[config.mk]
export PLATFORM = sky130hd
export DESIGN_NAME = sdram_slot_arbiter
export DESIGN_NICKNAME = d
export VERILOG_FILES = /design/src/rtl/sdram_slot_arbiter.sv
export SDC_FILE = /design/constraint.sdc
export NUM_CORES = 1
export LEC_CHECK = 0
export CORE_UTILIZATION = 42
export CTS_CLUSTER_SIZE = 20
export DETAILED_ROUTE_END_ITERATION = 7
export PLACE_DENSITY = 0.81
export SLEW_MARGIN = 0
export SYNTH_ARGS = -nofsm -noshare
export SYNTH_HDL_FRONTEND = slang
export SYNTH_SLANG_ARGS = --single-unit
[constraint.sdc]
create_clock -name clk -period 2.1 [get_ports clk]
set_input_delay 0.21 -clock clk [delete_from_list [all_inputs] [get_ports clk]]
set_output_delay 0.21 -clock clk [all_outputs]
set_load 0.05 [all_outputs]
[src/rtl/sdram_slot_arbiter.sv]
// Per-slot SDRAM access arbiter between the CPU/video port and a DMA port.
// Define ARB_STARVE_GUARD_EN to let a starved DMA port occasionally pre-empt the CPU.
module sdram_slot_arbiter #(
   parameter int unsigned SLOT_LEN     = 14,
   parameter int unsigned DATA_PHASE   = 9,
   parameter int unsigned STARVE_LIMIT = 8
) (
   input  logic        clk,
   input  logic        rst_n,
   input  logic        clkref,
   input  logic        cpu_req,
   input  logic        cpu_we,
   input  logic [24:0] cpu_addr,
   input  logic [7:0]  cpu_din,
   input  logic        cpu_aux,
   output logic [15:0] cpu_dout,
   output logic        cpu_valid,
   output logic        cpu_wait,
   input  logic        dma_req,
   input  logic        dma_we,
   input  logic [24:0] dma_addr,
   input  logic [7:0]  dma_din,
   input  logic        dma_aux,
   output logic        dma_ack,
   output logic [15:0] dma_dout,
   output logic        dma_valid,
   output logic [24:0] sd_addr,
   output logic        sd_we,
   output logic [7:0]  sd_din,
   output logic        sd_aux,
   input  logic [15:0] sd_dout
);

   localparam int unsigned   PW        = $clog2(SLOT_LEN);
   localparam logic [PW-1:0] PhaseLast = PW'(SLOT_LEN - 1);
   localparam logic [PW-1:0] PhaseData = PW'(DATA_PHASE);
   localparam logic [3:0]    StarveLim = 4'(STARVE_LIMIT);

   localparam logic [1:0] OwnIdle = 2'd0;
   localparam logic [1:0] OwnCpu  = 2'd1;
   localparam logic [1:0] OwnDma  = 2'd2;

   logic [PW-1:0] phase;
   logic          clkref_d;
   logic          locked;
   logic          clkref_rise;
   logic          decide;
   logic          force_dma;
   logic [1:0]    owner;
   logic [1:0]    owner_nxt;

   assign clkref_rise = clkref & ~clkref_d;
   assign decide      = locked & (phase == PhaseLast);

`ifdef ARB_STARVE_GUARD_EN
   logic [3:0] starve_cnt;
   logic       cpu_wait_q;

   assign force_dma = dma_req & (starve_cnt >= StarveLim);
   assign cpu_wait  = cpu_wait_q;

   always_ff @(posedge clk or negedge rst_n) begin
      if (!rst_n) begin
         starve_cnt <= '0;
         cpu_wait_q <= 1'b0;
      end else if (decide) begin
         cpu_wait_q <= force_dma;
         if (!dma_req || (owner_nxt == OwnDma)) begin
            starve_cnt <= '0;
         end else if (starve_cnt != 4'hf) begin
            starve_cnt <= starve_cnt + 4'd1;
         end
      end
   end
`else
   logic unused_starve_lim;
   assign unused_starve_lim = ^StarveLim;
   assign force_dma         = 1'b0;
   assign cpu_wait          = 1'b0;
`endif

   always_comb begin
      owner_nxt = OwnIdle;
      if (force_dma) begin
         owner_nxt = OwnDma;
      end else if (cpu_req) begin
         owner_nxt = OwnCpu;
      end else if (dma_req) begin
         owner_nxt = OwnDma;
      end
   end

   // clkref_d resets high so a clkref already high at release is not taken as an edge.
   always_ff @(posedge clk or negedge rst_n) begin
      if (!rst_n) begin
         clkref_d  <= 1'b1;
         phase     <= PhaseLast;
         locked    <= 1'b0;
         owner     <= OwnIdle;
         sd_addr   <= '0;
         sd_we     <= 1'b0;
         sd_din    <= '0;
         sd_aux    <= 1'b0;
         cpu_dout  <= '0;
         dma_dout  <= '0;
         cpu_valid <= 1'b0;
         dma_valid <= 1'b0;
         dma_ack   <= 1'b0;
      end else begin
         clkref_d  <= clkref;
         cpu_valid <= 1'b0;
         dma_valid <= 1'b0;
         dma_ack   <= 1'b0;

         if (clkref_rise) begin
            phase  <= '0;
            locked <= 1'b1;
         end else if (phase != PhaseLast) begin
            phase <= phase + PW'(1);
         end

         if (decide) begin
            owner <= owner_nxt;
            case (owner_nxt)
               OwnCpu: begin
                  sd_addr <= cpu_addr;
                  sd_we   <= cpu_we;
                  sd_din  <= cpu_din;
                  sd_aux  <= cpu_aux;
               end
               OwnDma: begin
                  sd_addr <= dma_addr;
                  sd_we   <= dma_we;
                  sd_din  <= dma_din;
                  sd_aux  <= dma_aux;
                  dma_ack <= 1'b1;
               end
               // Idle slot: address held, write dropped -> harmless dummy read.
               default: sd_we <= 1'b0;
            endcase
         end

         if ((phase == PhaseData) && !sd_we) begin
            if (owner == OwnCpu) begin
               cpu_dout  <= sd_dout;
               cpu_valid <= 1'b1;
            end else if (owner == OwnDma) begin
               dma_dout  <= sd_dout;
               dma_valid <= 1'b1;
            end
         end
      end
   end

endmodule

# Word-level counts from Yosys, hierarchy flattened
# Cells that the tools add are included.
[classes]
add_sub_neg = 1
eq_ne = 7
n_mux = 15
n_bitwise = 4
n_reduce_logical = 7
[op_table]
columns = ["cell", "count"]
rows = [
  ["$pmux W25 S2", 1],
  ["$pmux W8 S2", 1],
  ["$eq A4 B4 Y1 const B", 2],
  ["$mux W4", 2],
  ["$mux W1", 7],
  ["$add A4 B1 Y4 const B", 1],
  ["$eq A2 B1 Y1 const B", 2],
  ["$eq A2 B2 Y1 const B", 2],
  ["$mux W2", 2],
  ["$ne A4 B4 Y1 const B", 1],
  ["$pmux W1 S2", 2],
  ["$reduce_and A2 Y1", 2],
  ["$reduce_bool A2 Y1", 2],
  ["$reduce_and A3 Y1", 1],
  ["$and A1 B1 Y1", 2],
  ["$not A1 Y1", 2],
  ["$logic_and A1 B1 Y1", 1],
  ["$logic_not A1 Y1", 1],
]
[totals]
reg_bits = 78
inputBits = 91
output_inout_bits = 71
wordCells = 47

# Depth between registers and ports, before layout
# Gate-level depths: netlist of the first run.
[depth]
word_depth = 5
depth_mapped = 6
mapped_depth_nobuf = 5

# Worst setup path after synthesis of the first run
# OpenSTA, ideal clock, no wires.
[synth_path]
path_type = "reg2reg"
from = "register phase[0]"
to = "register sd_addr[4]"
setup_time_ns = 0.125
arrival_ns = 1.723
required_ns = 1.975
setup_slack_ns = 0.252
stages_incl_launch_ff = 6
n_path_buf = 1
period_less_slack_ns = 1.848
path_cell_list = "dfstp_2 > ha_1 > nand4_2 > nor2_4 > buf_6 > mux2_2"
[synth_via]
elab_chain_len = 3
[synth_lines]
columns = ["item", "line_no", "rtl"]
rows = [
  ["from (decl)", "43", "logic [PW-1:0] phase;"],
  ["from (signal assigned)", "97", "phase <= PhaseLast;"],
  ["from (signal assigned)", "119", "phase <= phase + PW'(1);"],
  ["$eq A4 B4 Y1", "53", "assign decide = locked & (phase == PhaseLast);"],
  ["$and A1 B1 Y1", "53", ""],
  ["$reduce_and A2 Y1 (no line)", "-", ""],
  ["to (signal assigned)", "126", "sd_addr <= cpu_addr;"],
  ["to (signal assigned)", "132", "sd_addr <= dma_addr;"],
  ["to (decl)", "27", "output logic [24:0] sd_addr,"],
]
# Every way passes these cells.
# A chain may end at the register's enable or synchronous reset.

# Worst setup path after layout of the first run
[layout_path]
from = "register phase[0]"
to = "register dma_dout[9]"
[layout_via]
elab_chain_len = 3
[layout_lines]
columns = ["item", "line_no", "rtl"]
rows = [
  ["$eq A4 B4 Y1", "143", "if ((phase == PhaseData) && !sd_we) begin"],
  ["$logic_and A1 B1 Y1", "143", ""],
  ["$reduce_and A3 Y1 (no line)", "-", ""],
  ["to (signal assigned)", "148", "dma_dout <= sd_dout;"],
  ["to (decl)", "25", "output logic [15:0] dma_dout,"],
]
# Every way passes these cells.

==> metrics.csv, run 1 <==
metric,value,unit
irDropWorstVdd,0.617,mV
antenna_found_initial,0,
postCtsHoldBufs,1,
syn-mean-instance-area,16.0,um2
initialDrtViolationCount,48,
finish.cell_count_without_fillers,496,
vias,2420,
numPortBuffers,160,
hpwl,5890,um
register_bit_total_from_synthesis,78,
worst_hold_path_type,in -> reg,
worst_r2r_startpoint,phase[0]$_DFFE_PN1P_,
route.antenna.remaining_nets,0,
cpPeakStageDelay,0.59,ns
worstSkewPairLatency,0.33,ns
grtUsageTotal,18.5,%
ff2ff_setup_slack,0.17,ns
post_drt_wl_per_cell,15.8,um
timing.reg2reg.worst_path_depth,4,
clock_tree.root_cell,sky130_fd_sc_hd__clkbuf_8,
worstSetupStartpoint,phase[0]$_DFFE_PN1P_,
finish.net_count,480,
gp_routability_congestion,0.729,
synth-warning-count,0,
first_global_vias,2579,
netlist_instances,221,
final_max_slew_viol_count,0,
synth_edf_count,0,
yosysSeqAreaShare,55.5,%
final_layout_size_suffix_gt1_share,33.5,%
timing.critical_path.arrival,2.15,ns
top_cell_type_by_total_area_after_synthesis,sky130_fd_sc_hd__dfrtp_1,
postRouteWirelength,7850,um
first_pass_grt_wire_length,12400,um
yosys.area.top_type_share,52.5,%
worst_ep_required_time,2.32,ns
max_cap_violations,0,
grt_start_max_net_pins,47,
leakagePower,2.36,nW
placement_rows,33,
slew_at_the_pin_with_the_worst_max_slew_slack,0.549,ns
power_density,1320,nW/um2
synth_flop_cell,sky130_fd_sc_hd__dfrtp_1,
netlist_top_cells_area,"sky130_fd_sc_hd__dfrtp_1 (52%), sky130_fd_sc_hd__mux2_2 (25%), sky130_fd_sc_hd__mux2_4 (9.8%)",
cts_made_buffers,9,
setup_violations,0,
final_period_minus_worst_setup_slack,1.93,ns
synth.most_common_cell,sky130_fd_sc_hd__mux2_2,
hold_path.startpoint,clkref,
r2r-end,dma_dout[9]$_DFFE_PN0P_,
ioPinCount,162,
drt-pass1-iter-count,4,
synth.cells.most_frequent,"sky130_fd_sc_hd__mux2_2 (78), sky130_fd_sc_hd__dfrtp_1 (74), sky130_fd_sc_hd__mux2_4 (23), sky130_fd_sc_hd__buf_6 (8), sky130_fd_sc_hd__dfstp_2 (4)",
n_fill_cell,633,
rsz0062_at_grt,false,
post-place-cells,480,
cts_post_setup_buffers_inserted,0,
initial_core_util,43.2,%
totalNegativeSetupSlack,0,ns
drt-vias-per-instance,4.88,
drt_drc_violations_left,0,
cts_max_path_bufs,2,
p_total,7.24,mW
status,"complete, no violations",
tritoncts,done,
worstPathCellList,"ha_1, and4bb_4, nand3b_4, mux2_4",
die_width,93.7,um
fp.dieArea,8770,um2
synthesis.area,3530,um2
relSlewSlack,63.3,%
worstSetupEndpoint,dma_dout[9]$_DFFE_PN0P_,
hold_viol_final,0,
crit_slowest_cell,sky130_fd_sc_hd__dfstp_2,
syn-num-nets,314,
htreeDepth,3,
clock-skew-final,0.00737,ns
syn_to_final_growth,55.2,%
die_h,93.7,um
synthArstFlopShare,100,%
core_area,8180,um2
synth.lib_cells_used.distinct,27,
num_antenna_cells,0,
crit_path_start_kind,register,
grt.overflow.total,0,
cts_resized,0,
cp-end-kind,register,
clock.fmax,518,MHz
timing.setup.critical_path_class,reg -> reg,
cts.sinks,78,
crit_share_post_route,91.9,%
cts.reportedPaths.clkPinSlew,0.08,ns
maximum_net_fanout_on_the_critical_path,17,
[critical path, delay by kind of cell (launching register included)]
family        cells  cell delay, ns
flops             1            0.59
simple gates      2            0.58
mux               1            0.39
fa+ha+maj         1            0.26
[worst min-delay path by stage]
stage                                    endpoint  slack, ns  cells past startpoint
final                          clkref_d$_DFF_PN1_       0.30                      1
after floorplan           cpu_dout[0]$_DFFE_PN0P_      -0.09                      0
after global placement      sd_din[2]$_DFFE_PN0P_       0.18                      1
after detailed placement    sd_din[2]$_DFFE_PN0P_       0.18                      1
after CTS                      clkref_d$_DFF_PN1_       0.29                      1
after global routing           clkref_d$_DFF_PN1_       0.32                      1
[routing by layer]
layer / GRT usage (%) / up-vias / wire length (um) / share of wire [%]
li1: - / 1113 / - / -
met1: 21.7 / 1208 / 3210 / 41
met2: 33.1 / 85 / 4010 / 51
met3: 3.48 / 14 / 459 / 5.8
met4: 7.95 / 0 / 163 / 2.1
met5: 0 / - / 0 / 0
[final cells by class]
type                    instances  area [um2]  share of cell area [%]
clock buffers                  11         141                    2.58
well taps                     105         131                    2.40
repair buffers                165        1680                    30.6
clock inverters                 4        95.1                    1.74
flip-flops and latches         78        1960                    35.7
multi-input cells             130        1460                    26.7
inverters                       3        11.3                   0.206
[layout by cell type (no fill, tap or decap), drive strengths merged]
| cell type | count |
|---|---|
| clkdlybuf4s50 | 159 |
| mux2 | 101 |
| dfrtp | 74 |
| clkbuf | 11 |
| buf | 5 |
| dfstp | 4 |
| nor2 | 4 |
| inv | 3 |
| bufinv | 3 |
| nor2b | 3 |
| nand3b | 2 |
| nand2 | 2 |
| a31oi | 2 |
| nand3 | 2 |
| ha | 2 |
| and4bb | 1 |
| nand4 | 1 |
| o21bai | 1 |
| a211oi | 1 |
| xnor2 | 1 |
| a22oi | 1 |
| o21ai | 1 |
| nor3b | 1 |
| nor3 | 1 |
| or2 | 1 |
| a21o | 1 |
| conb | 1 |
| clkinv | 1 |
| dlygate4sd3 | 1 |
[logic make-up after synthesis]
group                    Yosys count  synth area share (%)
AO/OA/AOI/OAI                      7                  1.35
XOR/XNOR                           1                 0.248
adder cells (fa/ha/maj)            2                 0.709
buffers and inverters             13                  3.30
flip-flops                        78                  55.5
multiplexers                     101                  34.7
other                              1                 0.106
AND/OR/NAND/NOR                   18                  4.15
[stage by stage]
| stage | util, % | setup WS [ns] | hold WS (ns) | cell area [um2] |
|---|---|---|---|---|
| 6_report | 67.0 | 0.171 | 0.304 | 5480 |
| 5_1_grt | 67.0 | 0.0874 | 0.318 | 5480 |
| 4_1_cts | 67.0 | 0.167 | 0.289 | 5480 |
| 3_5_place_dp | 64.0 | 0.181 | 0.182 | 5230 |
| 3_3_place_gp | 64.0 | 0.228 | 0.178 | 5230 |
| 2_1_floorplan | - | 0.252 | -0.0856 | 3530 |
[sequential cells by signal, summed over array words and instances (netlist names)]
signal / flops
clkref_d: 1
cpu_dout: 16
cpu_valid: 1
dma_ack: 1
dma_dout: 16
dma_valid: 1
locked: 1
owner: 2
phase: 4
sd_addr: 25
sd_aux: 1
sd_din: 8
sd_we: 1
[power by group]
group | switching [mW] | internal, mW | leakage (nW) | total, mW
Sequential | 0.316 | 2.03 | 0.926 | 2.34
Clock | 0.514 | 0.815 | 0.119 | 1.33
Combinational | 2.14 | 1.43 | 1.32 | 3.57
Note: power is estimated with default switching activity, not from simulation.
==> run 2, diff against run 1 <==
ABC_AREA = 1   (was default)
MAX_ROUTING_LAYER = met4   (was default)
==> run 2 against run 1 <==
Compared with the run above: sequential power is 4% higher; critical path depth down 3; power is 7.1% higher; count of clock-buffer cells in the layout is the same; via count grew 43%; largest cell class unchanged; global-route usage up 4.7 points; final cell count rose by 44%; die area increased by 0.73%.
==> metrics.csv, run 2 <==
metric,value,unit
status,"complete, no violations",
seq_power_share,31.4,%
register_bit_total_from_synthesis,78,
synthArstFlopShare,100,%
final.setup.worst_slack,0.347,ns
postRouteWirelength,9860,um
maximum_net_fanout_on_the_critical_path,2,
drt-pass1-iter-count,5,
cp-end-kind,output port,
syn-mean-instance-area,7.99,um2
grtUsageTotal,23.2,%
synth.most_common_cell,sky130_fd_sc_hd__nand2_1,
placement.setup.worst_slack,0.423,ns
cts_max_path_bufs,2,
placement_rows,33,
grt.overflow.total,0,
total_switching_power,3.50,mW
cts.reportedPaths.clkPinSlew,0.08,ns
die_h,94.0,um
timing.setup.critical_path_class,reg -> out,
synth.cells.most_frequent,"sky130_fd_sc_hd__nand2_1 (183), sky130_fd_sc_hd__dfrtp_1 (74), sky130_fd_sc_hd__nand3_1 (72), sky130_fd_sc_hd__o21ai_0 (38), sky130_fd_sc_hd__inv_1 (31)",
reg_top3,"sd_addr x25, cpu_dout x16, dma_dout x16",
cts_post_setup_buffers_inserted,0,
cts_made_buffers,9,
synth-warning-count,0,
multi_input_area,1340,um2
slew_at_the_pin_with_the_worst_max_slew_slack,0.554,ns
cts_resized,0,
final_common_cell,sky130_fd_sc_hd__nand2_1,
gp_routability_congestion,0.800,
first_global_vias,3217,
cpPeakStageDelay,0.85,ns
clock.fmax,570,MHz
fp.dieArea,8840,um2
ioPinCount,162,
worst_hold_path_type,in -> reg,
crit_path_start_kind,register,
irDropWorstVdd,0.789,mV
n_fill_cell,676,
clock_tree.root_cell,sky130_fd_sc_hd__clkbuf_8,
yosys.area.top_type_share,52.1,%
first_pass_grt_wire_length,15200,um
power_density,1410,nW/um2
totalNegativeSetupSlack,0,ns
num_antenna_cells,0,
yosysSeqAreaShare,55.1,%
layout_common_cells,"sky130_fd_sc_hd__nand2_1 (183), sky130_fd_sc_hd__clkdlybuf4s50_1 (159), sky130_fd_sc_hd__dfrtp_1 (74)",
min_delay_path_depth,1,
p_sw_share,45.1,%
syn_to_final_growth,54.7,%
synth_flop_cell,sky130_fd_sc_hd__dfrtp_1,
final_period_minus_worst_setup_slack,1.75,ns
finish.net_count,695,
relSlewSlack,63.0,%
vias,3471,
synth_edf_count,0,
hpwl,7220,um
post_drt_wl_per_cell,13.8,um
syn-num-nets,538,
route.antenna.remaining_nets,0,
final_layout_size_suffix_gt1_share,6.26,%
antenna_found_initial,0,
netlist_instances,445,
largest_reg_flops,25,
synthesis.area,3550,um2
drt-vias-per-instance,4.88,
critical_path_cell_count,1,
power.share.clock,17.9,%
max_cap_violations,0,
initial_core_util,43.3,%
p_comb_share,50.7,%
timing.reg2reg.worst_path_depth,7,
setup_violations,0,
top_cell_type_by_total_area_after_synthesis,sky130_fd_sc_hd__dfrtp_1,
largest_register,sd_addr,
worstSkewPairLatency,0.34,ns
grt_start_max_net_pins,40,
synth.lib_cells_used.distinct,20,
internal-power,4.26,mW
final_max_slew_viol_count,0,
hold_viol_final,0,
leakagePower,2.79,nW
tritoncts,done,
timing.critical_path.arrival,1.54,ns
die_width,94.0,um
htreeDepth,3,
netlist_top_cells_area,"sky130_fd_sc_hd__dfrtp_1 (52%), sky130_fd_sc_hd__nand2_1 (19%), sky130_fd_sc_hd__nand3_1 (10%)",
drt_drc_violations_left,0,
cts.sinks,78,
numPortBuffers,160,
core_area,8220,um2
clock-skew-final,0.0122,ns
crit_slowest_cell,sky130_fd_sc_hd__clkdlybuf4s50_1,
initialDrtViolationCount,161,
cp_top_delay_family,buffers and inverters,
worstPathCellList,clkdlybuf4s50_1,
cp_num_buf_inv,1,
rsz0062_at_grt,false,
seq_area,1960,um2
worst_ep_required_time,1.89,ns
crit_share_post_route,83.5,%
[run 2: cell count changes after synthesis, moves of 3 or more]
cell	before	now
sky130_fd_sc_hd__buf_2	0	17
sky130_fd_sc_hd__buf_6	8	2
sky130_fd_sc_hd__clkbuf_1	0	5
sky130_fd_sc_hd__inv_1	3	31
sky130_fd_sc_hd__mux2_2	78	0
sky130_fd_sc_hd__mux2_4	23	0
sky130_fd_sc_hd__nand2_1	2	183
sky130_fd_sc_hd__nand3_1	2	72
sky130_fd_sc_hd__nor2_1	3	6
sky130_fd_sc_hd__nor2b_1	3	0
sky130_fd_sc_hd__o21ai_0	1	38
[run 2: what timing repair did]
item                                   4_1_cts  5_1_grt
hold buffers                                 1        0
setup endpoints to repair                    0        0
endpoints found under the hold margin       33        0
[run 2: kinds of logic (layout without fill, tap and decap cells)]
kind of cell | after synthesis | after routing | synth area share (%)
AOI/OAI and AO/OA | 38 | 38 | 5.35
xor gates and xnor gates | 1 | 1 | 0.246
adders and majority gates | 2 | 2 | 0.704
buffers and inverters | 59 | 221 | 7.36
DFF | 78 | 78 | 55.1
other | 1 | 1 | 0.105
and+or+nand+nor | 266 | 266 | 31.2
[run 2: worst paths after layout]
kind                                         start                 endpoint  slack, ns
max reg2reg                   phase[0]$_DFFE_PN1P_  sd_addr[23]$_DFFE_PN0P_       0.39
min reg2reg                 sd_addr[7]$_DFFE_PN0P_   sd_addr[7]$_DFFE_PN0P_       0.48
min                                         clkref       clkref_d$_DFF_PN1_       0.32
max in group asynchronous                    rst_n  sd_addr[19]$_DFFE_PN0P_       1.02
max                        sd_addr[16]$_DFFE_PN0P_              sd_addr[16]       0.35
min in group asynchronous                    rst_n  sd_addr[24]$_DFFE_PN0P_       0.39
[run 2: worst register-to-register path: cells and delay by family, from the launching register on]
family                     cells  cell delay [ns]
DFF                            1             0.59
buffers and inverters          1             0.27
adders and majority gates      1             0.21
and+or+nand+nor                5             0.53
[run 2: power groups by stage]
stage | logic [mW] | registers (mW) | clock network [mW]
floorplan | 0.627 | 4.27 | 0
global placement | 3.88 | 2.44 | 0
detailed placement | 3.94 | 2.46 | 0
CTS | 3.95 | 2.44 | 1.44
global route | 4.14 | 2.51 | 1.49
finish | 3.93 | 2.44 | 1.39
[run 2: per-stage QoR]
stage | power (mW) | instances | hold slack, ns | utilization, % | instance area, um2
after floorplan | 4.89 | 445 | -0.0856 | - | 3550
after global placement | 6.32 | 695 | 0.205 | 63.7 | 5230
after detailed placement | 6.40 | 695 | 0.213 | 63.7 | 5230
after CTS | 7.83 | 712 | 0.308 | 66.9 | 5500
after global routing | 8.14 | 712 | 0.307 | 66.9 | 5500
final | 7.76 | 712 | 0.324 | 66.9 | 5500
[run 2: area by class of cell]
class	instances	area share (%)
Inverter	32	2.18
Multi-Input combinational cell	308	24.3
Timing Repair Buffer	173	30.9
Sequential cell	78	35.6
Clock inverter	5	1.91
Clock buffer	11	2.75
Tap cell	105	2.39
[run 2: per-layer routing]
layer / part of all wire (%) / vias to the layer above / global-route usage [%]
li1: - / 1717 / -
met1: 43 / 1593 / 28.8
met2: 46 / 149 / 37.0
met3: 10 / 12 / 6.47
met4: 1.1 / 0 / 7.05
met5: 0 / - / -
